==> src/rtl/motor_hub_multi.sv <==
// Multi-channel PWM hub: shared period counter, per-channel shadow/active duty with
// period-end update and optional slew limit, plus a host-write watchdog that kills all outputs.
module motor_hub_multi #(
  parameter int                   CHANNELS   = 4,
  parameter int                   CH_BITS    = 2,
  parameter int                   RESOLUTION = 12,
  parameter int                   WDOG_BITS  = 24,
  parameter logic [WDOG_BITS-1:0] WDOG_LIMIT = WDOG_BITS'(10_000_000),
  parameter int                   SLEW_STEP  = 0
) (
  input  logic                  clk_i,
  input  logic                  reset_n,
  input  logic                  wr_en_i,
  input  logic [CH_BITS-1:0]    wr_ch_i,
  input  logic [RESOLUTION-1:0] wr_duty_i,
  output logic [CHANNELS-1:0]   out,
  output logic                  timeout,
  output logic                  period_o
);

  // state      | meaning
  // WD_RUN     | host alive, wd_cnt counting up toward WDOG_LIMIT-1
  // WD_EXPIRED | no valid write for WDOG_LIMIT cycles; duties forced to 0
  typedef enum logic {
    WD_RUN     = 1'b0,
    WD_EXPIRED = 1'b1
  } wd_state_t;

  localparam logic [RESOLUTION-1:0] CNT_MAX = '1;
  localparam logic [RESOLUTION-1:0] CNT_PRE = CNT_MAX - 1'b1;
  localparam logic [RESOLUTION:0]   STEP    = (RESOLUTION+1)'(SLEW_STEP);
  localparam logic [WDOG_BITS-1:0]  WD_LAST = WDOG_LIMIT - 1'b1;

  wd_state_t             state, state_next;
  logic [WDOG_BITS-1:0]  wd_cnt, wd_cnt_next;
  logic [RESOLUTION-1:0] cnt;
  logic [RESOLUTION-1:0] shadow   [CHANNELS];
  logic [RESOLUTION-1:0] act      [CHANNELS];
  logic [RESOLUTION-1:0] act_next [CHANNELS];
  logic                  valid;
  logic                  boundary;
  logic                  expire;

  // Extra headroom bit keeps the difference and the step sum from wrapping.
  function automatic logic [RESOLUTION-1:0] slew_toward(
    input logic [RESOLUTION-1:0] target,
    input logic [RESOLUTION-1:0] cur
  );
    logic [RESOLUTION:0] t, c, d, r;
    t = {1'b0, target};
    c = {1'b0, cur};
    if (t >= c) begin
      d = t - c;
      r = (d > STEP) ? c + STEP : t;
    end else begin
      d = c - t;
      r = (d > STEP) ? c - STEP : t;
    end
    return r[RESOLUTION-1:0];
  endfunction

  assign valid    = wr_en_i && ({{(32-CH_BITS){1'b0}}, wr_ch_i} < 32'(CHANNELS));
  assign boundary = (cnt == CNT_MAX);
  assign timeout  = (state == WD_EXPIRED);

  always_comb begin
    state_next  = state;
    wd_cnt_next = wd_cnt;
    expire      = 1'b0;
    case (state)
      WD_RUN: begin
        if (valid) begin
          wd_cnt_next = '0;
        end else if (wd_cnt == WD_LAST) begin
          expire     = 1'b1;
          state_next = WD_EXPIRED;
        end else begin
          wd_cnt_next = wd_cnt + 1'b1;
        end
      end
      WD_EXPIRED: begin
        if (valid) begin
          state_next  = WD_RUN;
          wd_cnt_next = '0;
        end
      end
      default: state_next = WD_RUN;
    endcase
  end

  always_comb begin
    for (int i = 0; i < CHANNELS; i++) begin
      act_next[i] = (SLEW_STEP == 0) ? shadow[i] : slew_toward(shadow[i], act[i]);
    end
  end

  always_ff @(posedge clk_i or negedge reset_n) begin
    if (!reset_n) begin
      state    <= WD_RUN;
      wd_cnt   <= '0;
      cnt      <= '0;
      period_o <= 1'b0;
      out      <= '0;
      for (int i = 0; i < CHANNELS; i++) begin
        shadow[i] <= '0;
        act[i]    <= '0;
      end
    end else begin
      state    <= state_next;
      wd_cnt   <= wd_cnt_next;
      cnt      <= cnt + 1'b1;
      period_o <= (cnt == CNT_PRE);
      for (int i = 0; i < CHANNELS; i++) begin
        // Expiry clears immediately, bypassing both the boundary and the slew limit.
        if (expire) begin
          shadow[i] <= '0;
          act[i]    <= '0;
        end else begin
          if (valid && (wr_ch_i == CH_BITS'(i))) shadow[i] <= wr_duty_i;
          if (boundary) act[i] <= act_next[i];
        end
        out[i] <= (cnt < act[i]);
      end
    end
  end

endmodule

==> config.mk <==
export PLATFORM = sky130hd
export DESIGN_NAME = motor_hub_multi
export DESIGN_NICKNAME = d
export VERILOG_FILES = /design/src/rtl/motor_hub_multi.sv
export SDC_FILE = /design/constraint.sdc
export NUM_CORES = 1
export LEC_CHECK = 0
export BUFFER_PORTS_ARGS = -buffer_cell sky130_fd_sc_hd__buf_2
export CAP_MARGIN = 5
export CELL_PAD_IN_SITES_DETAIL_PLACEMENT = 1
export CELL_PAD_IN_SITES_GLOBAL_PLACEMENT = 1
export CORE_ASPECT_RATIO = 0.75
export CORE_MARGIN = 2
export CORE_UTILIZATION = 48
export DETAILED_ROUTE_END_ITERATION = 10
export PLACE_DENSITY_LB_ADDON = 0.12
export SYNTH_ARGS = -nofsm -noshare
export SYNTH_HDL_FRONTEND = slang
export SYNTH_SLANG_ARGS = --single-unit
==> constraint.sdc <==
create_clock -name clk_i -period 2.2 [get_ports clk_i]
set_input_delay 0.44 -clock clk_i [delete_from_list [all_inputs] [get_ports clk_i]]
set_output_delay 0.44 -clock clk_i [all_outputs]
set_load 0.01 [all_outputs]
==> results of run 1 <==
## registers in the layout, indices dropped and copies added (netlist names)
name and flops:
act 48, act_next 48, wd_cnt 24, cnt 12, out 4, period_o 1
timeout 1
## cell type report
class / instances / area, um^2 / area share [%]
flip-flops and latches: 138 / 3456 / 42.09
multi-input cells: 549 / 3248 / 39.56
repair buffers: 60 / 488.0 / 5.943
clock buffers: 19 / 442.9 / 5.395
well taps: 200 / 250.2 / 3.048
inverters: 48 / 180.2 / 2.194
clock inverters: 13 / 142.6 / 1.737
diodes: 1 / 2.502 / 0.03048
## per-layer routing
metal / global-route usage, % / up-vias
met2: 39.73 / 132
met3: 6.632 / 29
met5: 0 / -
li1: - / 2682
met1: 42.45 / 2906
met4: 6.583 / 0
## stage by stage
stage                     instance area [um^2]  hold slack (ns)
after global placement                    7507           0.4310
after floorplan                           7012           0.1444
after global routing                      8208           0.2861
after detailed placement                  7507           0.4359
final                                     8210           0.3008
after CTS                                 8103           0.2813
## worst register-to-register path: stages (launching register included)
cell,delay [ns]
sky130_fd_sc_hd__dfrtp_1,0.42
sky130_fd_sc_hd__nor4bb_2,0.45
sky130_fd_sc_hd__and4_2,0.37
sky130_fd_sc_hd__and2_1,0.18
sky130_fd_sc_hd__nor3b_4,0.25
sky130_fd_sc_hd__buf_12,0.19
sky130_fd_sc_hd__buf_12,0.18
sky130_fd_sc_hd__a21oi_1,0.07
## synth_stat cells (4+ instances only)
library cell | count | area share, %
sky130_fd_sc_hd__a211oi_1 | 5 | 0.54
sky130_fd_sc_hd__nor4_1 | 10 | 0.89
sky130_fd_sc_hd__nor3_1 | 8 | 0.57
sky130_fd_sc_hd__mux2i_1 | 12 | 1.7
sky130_fd_sc_hd__nand3_1 | 12 | 0.86
sky130_fd_sc_hd__a21oi_1 | 76 | 5.4
sky130_fd_sc_hd__xnor2_1 | 15 | 1.9
sky130_fd_sc_hd__clkbuf_1 | 20 | 1.1
sky130_fd_sc_hd__nor3b_1 | 4 | 0.43
sky130_fd_sc_hd__nand4_1 | 15 | 1.3
sky130_fd_sc_hd__o211ai_1 | 4 | 0.43
sky130_fd_sc_hd__buf_4 | 4 | 0.43
sky130_fd_sc_hd__or4_1 | 5 | 0.54
sky130_fd_sc_hd__ha_1 | 47 | 8.4
sky130_fd_sc_hd__nand2b_1 | 4 | 0.36
sky130_fd_sc_hd__nor2_1 | 55 | 2.9
sky130_fd_sc_hd__nand2_1 | 185 | 9.9
sky130_fd_sc_hd__inv_1 | 48 | 2.6
sky130_fd_sc_hd__dfrtp_1 | 138 | 49
sky130_fd_sc_hd__a21boi_0 | 4 | 0.43
sky130_fd_sc_hd__o21ai_0 | 44 | 3.1
sky130_fd_sc_hd__mux2_2 | 6 | 0.96
sky130_fd_sc_hd__buf_2 | 6 | 0.43
sky130_fd_sc_hd__nor2b_1 | 8 | 0.71
## worst paths after layout
| path | from | end | cells past startpoint |
|---|---|---|---|
| setup / recovery | wd_cnt[14] | act[5] | 7 |
| hold / removal | wr_duty_i[4] | act_next[4] | 3 |
| setup reg to reg | wd_cnt[14] | act[5] | 7 |
| hold reg to reg | act[44] | act[44] | 2 |
| max in group asynchronous | reset_n | act_next[0] | 3 |
| min in group asynchronous | reset_n | cnt[1] | 2 |
## report_power, final
part	switching (uW)	total [uW]	internal, uW
logic	210	325	115
clock network	1170	2870	1710
registers	130	2820	2690
total	1510	6020	4510
## timing repair
item | CTS | global route
endpoints found under the hold margin | 49 | 0
setup buffers | 0 | 3
gates resized for setup | 0 | 11
setup endpoints to repair | 0 | 77
hold buffers | 1 | 0
## cells by family after synthesis
group	after synthesis	share of synthesized area (%)
compound gates	141	10.89
buf+inv	85	5.389
flops	138	49.25
simple gates	325	21.16
fa+ha+maj	47	8.387
xor+xnor	18	2.249
mux	18	2.677
## cell usage in the layout (no fill, tap or decap), drive strengths merged, types with 6 or more instances in the layout
master and count:
a21oi 76, buf 58, clkbuf 20, clkinv 6
dfrtp 138, ha 47, inv 51, mux2 6
mux2i 12, nand2 185, nand3 12, nand4 16
nor2 55, nor2b 8, nor3 8, nor4 11
o21ai 44, xnor2 15
==> results list, run 1 <==
- The run finished, with violations left.
- Failing checks: negative setup slack
- After synthesis, the mean cell area works out to 9.083 um^2.
- The critical path is of the reg -> reg type.
* Vias post-DR: 5749
- H-tree lvl count: 4
* Wire length per cell after detailed routing: 19.81 um
- The min-delay analysis places its worst path in the category in -> reg.
- The first routing iteration left 362 violations.
- Share of synthesized registers carrying an async set or reset: 100.0%
- Crit path buf inv count: 2
- Clock skew on the completed layout was measured at 0.01097 ns.
* Post-detailed-route count of antenna-violating nets: 0
- After synthesis, flip-flops and latches occupy 49.25% of the total area.
- Detailed route wirelength on metal3: 1166 um
- Largest net degree at the start of global routing: 55
* Highest signal layer in the routed design: met4
- Via density per instance: 5.592
* Total count of max-transition violations in the final report: 0
- Post-route setup slack: -0.02699 ns
- Synthesis-to-layout area growth: 17.09%
- The design draws 6018 uW.
- Placeable core region: 14360 um^2
* Buffer cell driving the clock tree root: sky130_fd_sc_hd__clkbuf_16
* Final Hold Vio Count: 0
- Pin placement for this block handled 23 I/O pins.
- The initialized floorplan defines 38 standard-cell rows.
- GR Util All Layers: 27.75%
* Number of instances in the placed design: 990
- Wire length the detailed router placed on met1: 10050 um
* Top Family by Delay on Critical Path: simple AND/OR/NAND/NOR gates
- Setup total negative slack on the finished layout was measured at -0.2515 ns.
* Clock buffer count from CTS: 17
- The first global-routing pass estimated 32410 um of wire.
- The worst pin sits at a relative slew slack of 64.98%.
* Filler Cells Inserted: 1679
- The number of different library cells used by synthesis comes to 51.
- The worst path in the final design needs a cycle of 2.227 ns, including I/O delays and setup.
- CTS tree: yes
- For this design the ratio of total power to cell area is 733.0 nW/um^2.
- After detailed routing, the met2 layer carries 8888 um of wire.
* Gp weighted congestion: 0.8199
- Along the worst path, the maximum fanout reaches 25.
- Buffers placed on the I/O ports in this run total 22.
- Worst setup SP type: register
- Arrival @ worst endpoint: 2.53 ns
- Share of the clock period used by the worst path after layout: 101.2%
- In the synthesized netlist the dominant register cell turns out to be sky130_fd_sc_hd__dfrtp_1.
- Static timing analysis puts the maximum clock frequency at 449.0 MHz.
- The signal on the critical path passes through nor4bb_2 -> and4_2 -> and2_1 -> nor3b_4 -> buf_12 -> buf_12 -> a21oi_1.
- On the worst path, the slowest cell contributes a delay of 0.45 ns.
- The largest individual stage delay along the critical path comes from the cell sky130_fd_sc_hd__nor4bb_2.
* Die span in y: 108.7 um
- Setup violations remaining at the end of the flow were counted as 27.
- Leakage: 0.004109 uW
* Initial antenna violation count: 1
- The later pin in the worst-skew pair is clocked with a latency of 0.43 ns.
* Routed WL: 20360 um
- Register-to-register setup slack: -0.03 ns
- Most numerous cell on the critical path: sky130_fd_sc_hd__buf_12
* Number of flops mapped to enable cells by yosys: 0
- Number of buffers on the longest clock path: 2
- The post-route netlist has 14.27% of its cells at a drive strength greater than 1.
- The number of global-route vias before repair came to 5848.
- The HPWL after detailed placement is 14270 um.
- Sinks on the clock net: 138
- Worst supply voltage drop on vdd: 477.8 uV
* Overall die area: 15600 um^2
* Max-capacitance violation count: 0
- Netlist area before placement: 7012 um^2
- Net count of the mapped netlist: 836
- In the final design database the tool counted 878 nets.
- Detailed-route DRC error count: 0
- Yosys reg bits: 138
- After global routing the overflow that remains totals 0.
- Data on the critical path is required at its endpoint by 2.50 ns.
* Chip Width: 143.6 um
- Worst setup slack before clock tree synthesis: 0.06586 ns
- Final Core Density: 57.18%
* Worst Tran Pin Value: 0.5238 ns
- The Yosys step of the flow raised 0 warnings.
- Once the floorplan was initialized, standard cells occupied 48.83% of the core.
* Post-Synthesis Cells: 772
- Clock-pin slew reported for the worst setup and hold paths after clock tree synthesis: 0.06 ns
- The finished layout holds 1028 standard cells, fillers aside.
* Critical Path Sink Type: register
* Pre-antenna DRT Iters: 5
Note: power is estimated with default switching activity, not from simulation.
==> inputs of run 2 (changes only) <==
Settings changed: BUFFER_PORTS_ARGS -buffer_cell sky130_fd_sc_hd__buf_2 to -buffer_cell sky130_fd_sc_hd__buf_4.
Clock period 2.2 ns to 2.4 ns, I/O delays scaled along.
==> results list, run 2 (synthesized netlist as in run 1, its figures left out) <==
* Result of the run: finished clean
- Routed WL: 20550 um
- The count of final hold-check violations came to 0.
* Slowest stage delay, CP: 0.47 ns
* Max Fclk: 446.8 MHz
- Int Pwr: 4121 uW
* RSZ-0062 raised after global routing: no
* Via density per instance: 5.697
- Worst hold path type: in -> async
- After detailed routing, the average wire length per cell comes to 20.39 um.
- Slowest-stage cell, CP: sky130_fd_sc_hd__dfrtp_1
* Setup CP Type: reg -> reg
- Of the total power, combinational logic draws 5.4%.
* Clock network latency to the later pin of the worst-skew pair: 0.43 ns
- Buffer cell driving the clock tree root: sky130_fd_sc_hd__clkbuf_16
- Post-route clock skew: 0.01563 ns
- Pre-antenna DRT Iters: 8
- The tool flagged a number of max-cap violations equal to 0.
- The number of placed instances, taps included, is 975.
* Sinks on the clock net: 138
- Layout Cells excl Fill: 1008
* Cells along the critical path: nand4_1 -> nor4_4 -> and2_1 -> nor3b_4 -> buf_4 -> buf_16 -> nor2_1
- Highest-count cells in the layout ignoring fill and taps: sky130_fd_sc_hd__nand2_1, sky130_fd_sc_hd__dfrtp_1, sky130_fd_sc_hd__a21oi_1
- Net switching share of the total power: 24.09%
* # setup viols final: 0
- The die is 143.6 um wide.
* Leakage: 0.004029 uW
- In this run the remaining antenna-violating nets after routing total 0.
- Summed over all nets, the switching power comes to 1308 uW.
- Wire length of the first global-routing pass: 32660 um
- Most common cell after layout, fill and taps aside: sky130_fd_sc_hd__nand2_1
* Sequential cell fraction of total power: 47.3%
- H-tree lvl count: 4
- CTS tree: yes
- Arrival @ worst endpoint: 2.55 ns
- Share of the clock period used by the worst path after layout: 93.27%
- The initial antenna violation count came to 0.
- Pin placement for this block handled 23 I/O pins.
- The multi-input combinational cells in the finished layout cover a total of 3212 um^2.
- The routed design could run at a clock period as short as 2.238 ns.
- Overall die area: 15600 um^2
* Flip-flop and latch area: 3453 um^2
- Entering global routing, the biggest net connects 64 pins.
* Initial Util: 48.83%
* Half-perimeter wire length of the detailed placement result: 13920 um
- After the first detailed-routing iteration, the DRC count stood at 444.
- The total area inside the core boundary comes to 14360 um^2.
- Die span in y: 108.7 um
- The layout has 1657 filler cells.
- Proportion of layout cells with a drive suffix above 1: 11.26%
* Clock buffer count from CTS: 17
* Gp weighted congestion: 0.8142
- Synthesis-to-layout area growth: 14.88%
- Clock-pin slew reported for the worst setup and hold paths after clock tree synthesis: 0.06 ns
- Data on the critical path is required at its endpoint by 2.71 ns.
- In this run the core area contains 38 standard-cell rows.
* Relative slew slack: 57.25%
- In the routed design, unresolved DRC markers number 0.
* Worst Tran Pin Value: 0.6251 ns
* Worst supply voltage drop on vdd: 565.7 uV
- Clock power share: 47.3%
* Total power density per cell area: 673.9 nW/um^2
* Input/output buffers: 22
- Total of hold buffers inserted after clock tree synthesis: 0
* Global route overflow: 0
- For this run, the share of the core covered by cells in the final layout is 56.10%.
* Number of antenna diodes: 0
* Critical Path Sink Type: register
- NumNets Final: 860
* Total count of max-transition violations in the final report: 0
* Number of buffers on the longest clock path: 2
- For this block, the via count after detailed routing is 5743.
- GR Util All Layers: 27.97%
* Maximum net fanout on the critical path: 48
- Number of global-route vias before repair: 5797
- Worst setup SP type: register
run 2: worst paths after layout:
kind,endpoint,cells past startpoint,from,slack (ns)
max in group asynchronous,act[37],2,reset_n,1.61
hold / removal,wd_cnt[13],1,reset_n,0.04
min in group clk_i,act_next[25],3,wr_duty_i[1],0.30
setup / recovery,act_next[45],7,wd_cnt[2],0.16
hold reg to reg,act[10],2,act[10],0.52
setup reg to reg,act_next[45],7,wd_cnt[2],0.16
run 2: repair_timing:
| item | in CTS | in global routing |
|---|---|---|
| setup endpoints to repair | 13 | 52 |
| resized for setup | 1 | 2 |
| cloned | 1 | 0 |
| setup buffers | 0 | 1 |
| endpoints found under the hold margin | 0 | 0 |
run 2: area by class of cell:
type | instances | area share [%]
timing repair buffer | 42 | 4.831
sequential | 138 | 42.87
multi-input combinational | 549 | 39.87
tap | 200 | 3.107
inverter | 48 | 2.237
clock inverter | 11 | 1.538
clock buffer | 20 | 5.545
run 2: critical path, delay by kind of cell (launching register included):
family	cells	cell delay, ns
AND/OR/NAND/NOR	5	1.21
flip-flops	1	0.47
buffers and inverters	2	0.42
run 2: metrics by stage:
stage | hold slack (ns) | total power, uW | setup WS (ns) | cell area [um^2] | setup TNS [ns]
finish | 0.04320 | 5428 | 0.1616 | 8055 | 0
global route | 0.08790 | 5613 | 0.002818 | 8055 | 0
CTS | 0.07671 | 5457 | 0.03801 | 8044 | 0
floorplan | 0.1844 | 2723 | 0.3486 | 7012 | 0
detailed placement | 0.5147 | 2897 | -0.02178 | 7435 | -0.02178
global placement | 0.5037 | 2863 | 0.1877 | 7435 | 0
run 2: layer usage:
metal  global-route usage (%)  wire length [um]  up-vias
met4                    6.583               223        0
li1                         -                 -     2653
met2                    40.10              8830      150
met1                    42.06              9963     2923
met3                    7.686              1533       17
met5                        0                 0        -
run 2: power by group through the flow:
stage	Sequential (uW)	Clock [uW]	Combinational (uW)
finish	2570	2570	292
detailed placement	2600	0	293
global route	2580	2700	334
global placement	2590	0	273
floorplan	2560	0	161
CTS	2570	2590	297
==> inputs of run 3 (changes only) <==
Settings changed: ABC_AREA set to 1, GPL_TIMING_DRIVEN set to 0.
==> results list, run 3 <==
- After technology mapping, the gate count stands at 877.
- TritonCTS built the clock tree.
* Overall die area: 16910 um^2
- Arrival @ worst endpoint: 2.70 ns
* Mean instance size in the synthesized netlist: 8.690 um^2
* Post-route setup slack: 0.01809 ns
- Synthesis-to-layout area growth: 14.51%
* Number of buffers on the longest clock path: 2
- The congestion estimate from routability-driven global placement came to 0.9168.
* Setup CP Type: reg -> reg
* Slowest-stage cell, CP: sky130_fd_sc_hd__dfrtp_2
* Global route overflow: 0
- The clock arrives with 0.007584 ns of skew.
- Initial Util: 49.58%
- Grouping stages by cell kind, the critical path spends the most delay in simple AND/OR/NAND/NOR gates.
* Most common cell after layout, fill and taps aside: sky130_fd_sc_hd__nand2_1
- Internal power comes to 4266 uW.
- Input/output buffers: 22
- The final count of pins violating max slew is 0.
- The floorplan step set the die width to 149.5 um.
* Vias post-DR: 6350
* Total power density per cell area: 646.6 nW/um^2
* Share of synthesized registers carrying an async set or reset: 100.0%
- Yosys reg bits: 138
- Main synth FF type: sky130_fd_sc_hd__dfrtp_1
- Wire length of the first global-routing pass: 37440 um
- Pre-antenna DRT Iters: 5
- Detailed-route DRC error count: 0
* Clock-pin slew reported for the worst setup and hold paths after clock tree synthesis: 0.06 ns
* Worst supply voltage drop on vdd: 494.8 uV
* Count of warnings emitted by yosys: 0
* Critical Path RT: 2.72 ns
* Result of the run: finished clean
* Top cell type by total area after synthesis: sky130_fd_sc_hd__dfrtp_1
* Netlist area before placement: 7621 um^2
* First-iteration detailed-routing DRC count: 415
- Wire length per cell after detailed routing: 20.63 um
- Critical Path Sink Type: register
- Number of antenna diodes: 0
- Clock buffer count from CTS: 17
* Buffer cell driving the clock tree root: sky130_fd_sc_hd__clkbuf_16
- The initial antenna violation count was 0.
* Worst Tran Pin Value: 0.6008 ns
* Net switching share of the total power: 24.39%
* Die span in y: 113.1 um
* Largest net degree at the start of global routing: 98
* NumNets Final: 986
- Relative contribution of combinational cells to total power: 6.2%
* Via density per instance: 5.570
* Cells along the critical path: ha_1 -> inv_1 -> nor2_2 -> nand2_1 -> nor3_4 -> buf_4 -> buf_2 -> nand2_1 -> o211ai_2 -> inv_2
- Ranked by total cell area, the synthesized netlist is headed by sky130_fd_sc_hd__dfrtp_1, sky130_fd_sc_hd__nand2_1, sky130_fd_sc_hd__ha_1.
* Number of global-route vias before repair: 6743
- H-tree lvl count: 4
- Max-capacitance violation count: 0
- Sequential cell fraction of total power: 44.4%
- Post-synthesis sequential area ratio: 45.31%
- The initialized floorplan defines 39 standard-cell rows.
- Share of the clock period used by the worst path after layout: 99.25%
- The count of final hold-check violations is 0.
* Most repeated cell in the gate-level netlist after synthesis: sky130_fd_sc_hd__nand2_1
* Proportion of layout cells with a drive suffix above 1: 19.89%
- Worst setup slack before clock tree synthesis: 0.06790 ns
- The count of nets left with antenna violations once routing finished came out at 0.
- Worst setup SP type: register
- The routed design could run at a clock period as short as 2.382 ns.
* Highest-count cells in the layout ignoring fill and taps: sky130_fd_sc_hd__nand2_1, sky130_fd_sc_hd__dfrtp_1, sky130_fd_sc_hd__inv_1
- In this design, the stage delay of the slowest critical-path cell is 0.48 ns.
* Sinks on the clock net: 138
- Distinct cell type count of the synthesized netlist: 33
* Top-Level Pins: 23
* Number of flops mapped to enable cells by yosys: 0
- Leading cell types by count after synthesis: sky130_fd_sc_hd__nand2_1, sky130_fd_sc_hd__dfrtp_1, sky130_fd_sc_hd__inv_1
- Leakage: 0.004161 uW
- For this design the total switching power over the nets is 1376 uW.
- Setup violations remaining at the end of the flow were counted as 0.
- The core region is 15370 um^2.
- Net count of the mapped netlist: 941
- For the worst-skew pair, the clock arrives at the later sink with an insertion delay of 0.43 ns.
- Global routing consumed, over all layers together, 29.63% of the routing resources.
- The tightest min-delay check is of the in -> reg type.
- Of all nets on the critical path, the largest fanout is 10.
- Top cell type's share of synthesized area: 45.31%
- Half-perimeter wire length of the detailed placement result: 16490 um
- The cell that appears most often on the critical path is sky130_fd_sc_hd__nand2_1.
* Routed WL: 23520 um
* Clock power share: 49.4%
- The worst pin sits at a relative slew slack of 59.95%.
- Derived from the worst setup path, the maximum achievable clock frequency is 419.8 MHz.
- Hold slack final: 0.3207 ns
* Crit path buf inv count: 4
run 3: changes by cell type in the layout (fill, tap and decap cells not counted), sizes merged, moves of 10 or more:
cell / delta
nor3: +10
xnor2: -11
inv: +127
xor2: +12
nand2: -18
mux2i: -12
nor4: -11
o21ai: +27
buf: +11
o211ai: +47
nor2: -19
nand3: +55
a21oi: -48
run 3: final timing paths:
check,start,endpoint,slack [ns],cells past startpoint
worst max-delay path,cnt[1],act[21],0.02,10
worst min-delay path,wr_en_i,wd_cnt[5],0.32,4
worst max register to register,cnt[1],act[21],0.02,10
worst min register to register,act_next[19],act_next[19],0.52,2
max in group asynchronous,reset_n,cnt[1],1.00,3
min in group asynchronous,reset_n,wd_cnt[10],0.53,2
run 3: what timing repair did:
action	in CTS	in global routing
hold buffers	1	0
setup endpoints to repair	3	27
pin swaps	0	1
setup buffers	0	2
endpoints found under the hold margin	41	0
gates resized for setup	1	3
run 3: final cells by class:
type | instances | area [um^2]
clock buffer | 19 | 452.9
clock inverter | 13 | 168.9
sequential | 138 | 3457
buffer | 32 | 244.0
timing repair buffer | 26 | 221.5
fill | 1826 | 6644
tap | 205 | 256.5
multi-input combinational | 532 | 3268
inverter | 175 | 658.1
run 3: per-layer routing:
metal  vias to the layer above  global-route usage (%)  wire [um]
li1                       2942                       -          -
met1                      3233                   41.61      10910
met2                       148                   46.70      10810
met3                        27                   6.613       1457
met4                         0                   7.746        344
met5                         -                       0          0
run 3: power groups by stage:
stage / logic (uW) / clock network [uW] / registers [uW]
2_1_floorplan: 183 / 0 / 2540
3_3_place_gp: 316 / 0 / 2540
3_5_place_dp: 340 / 0 / 2550
4_1_cts: 351 / 2800 / 2510
5_1_grt: 398 / 2900 / 2520
6_report: 348 / 2790 / 2510
run 3: kinds of logic (layout without fill, tap and decap cells):
logic type,count (synthesis),count (layout),synth area share [%]
and+or+nand+nor,312,312,18.40
buffers and inverters,207,265,11.84
AOI/OAI and AO/OA,154,154,14.55
DFF,138,138,45.31
adders and majority gates,47,47,7.716
xor gates and xnor gates,19,19,2.184
run 3: stage by stage:
stage | utilization [%] | cell area (um^2) | total power, uW | instances | setup TNS (ns)
2_1_floorplan | - | 7621 | 2719 | 877 | 0
3_3_place_gp | 52.32 | 8043 | 2857 | 1104 | 0
3_5_place_dp | 52.53 | 8074 | 2889 | 1105 | 0
4_1_cts | 56.65 | 8707 | 5663 | 1138 | 0
5_1_grt | 56.78 | 8727 | 5816 | 1140 | -0.3387
6_report | 56.78 | 8727 | 5643 | 1140 | 0
run 3: worst min-delay path, stage by stage:
cell,delay (ns)
sky130_fd_sc_hd__buf_4,0.09
sky130_fd_sc_hd__nor3_1,0.04
sky130_fd_sc_hd__nand2_1,0.05
sky130_fd_sc_hd__nand2_1,0.05
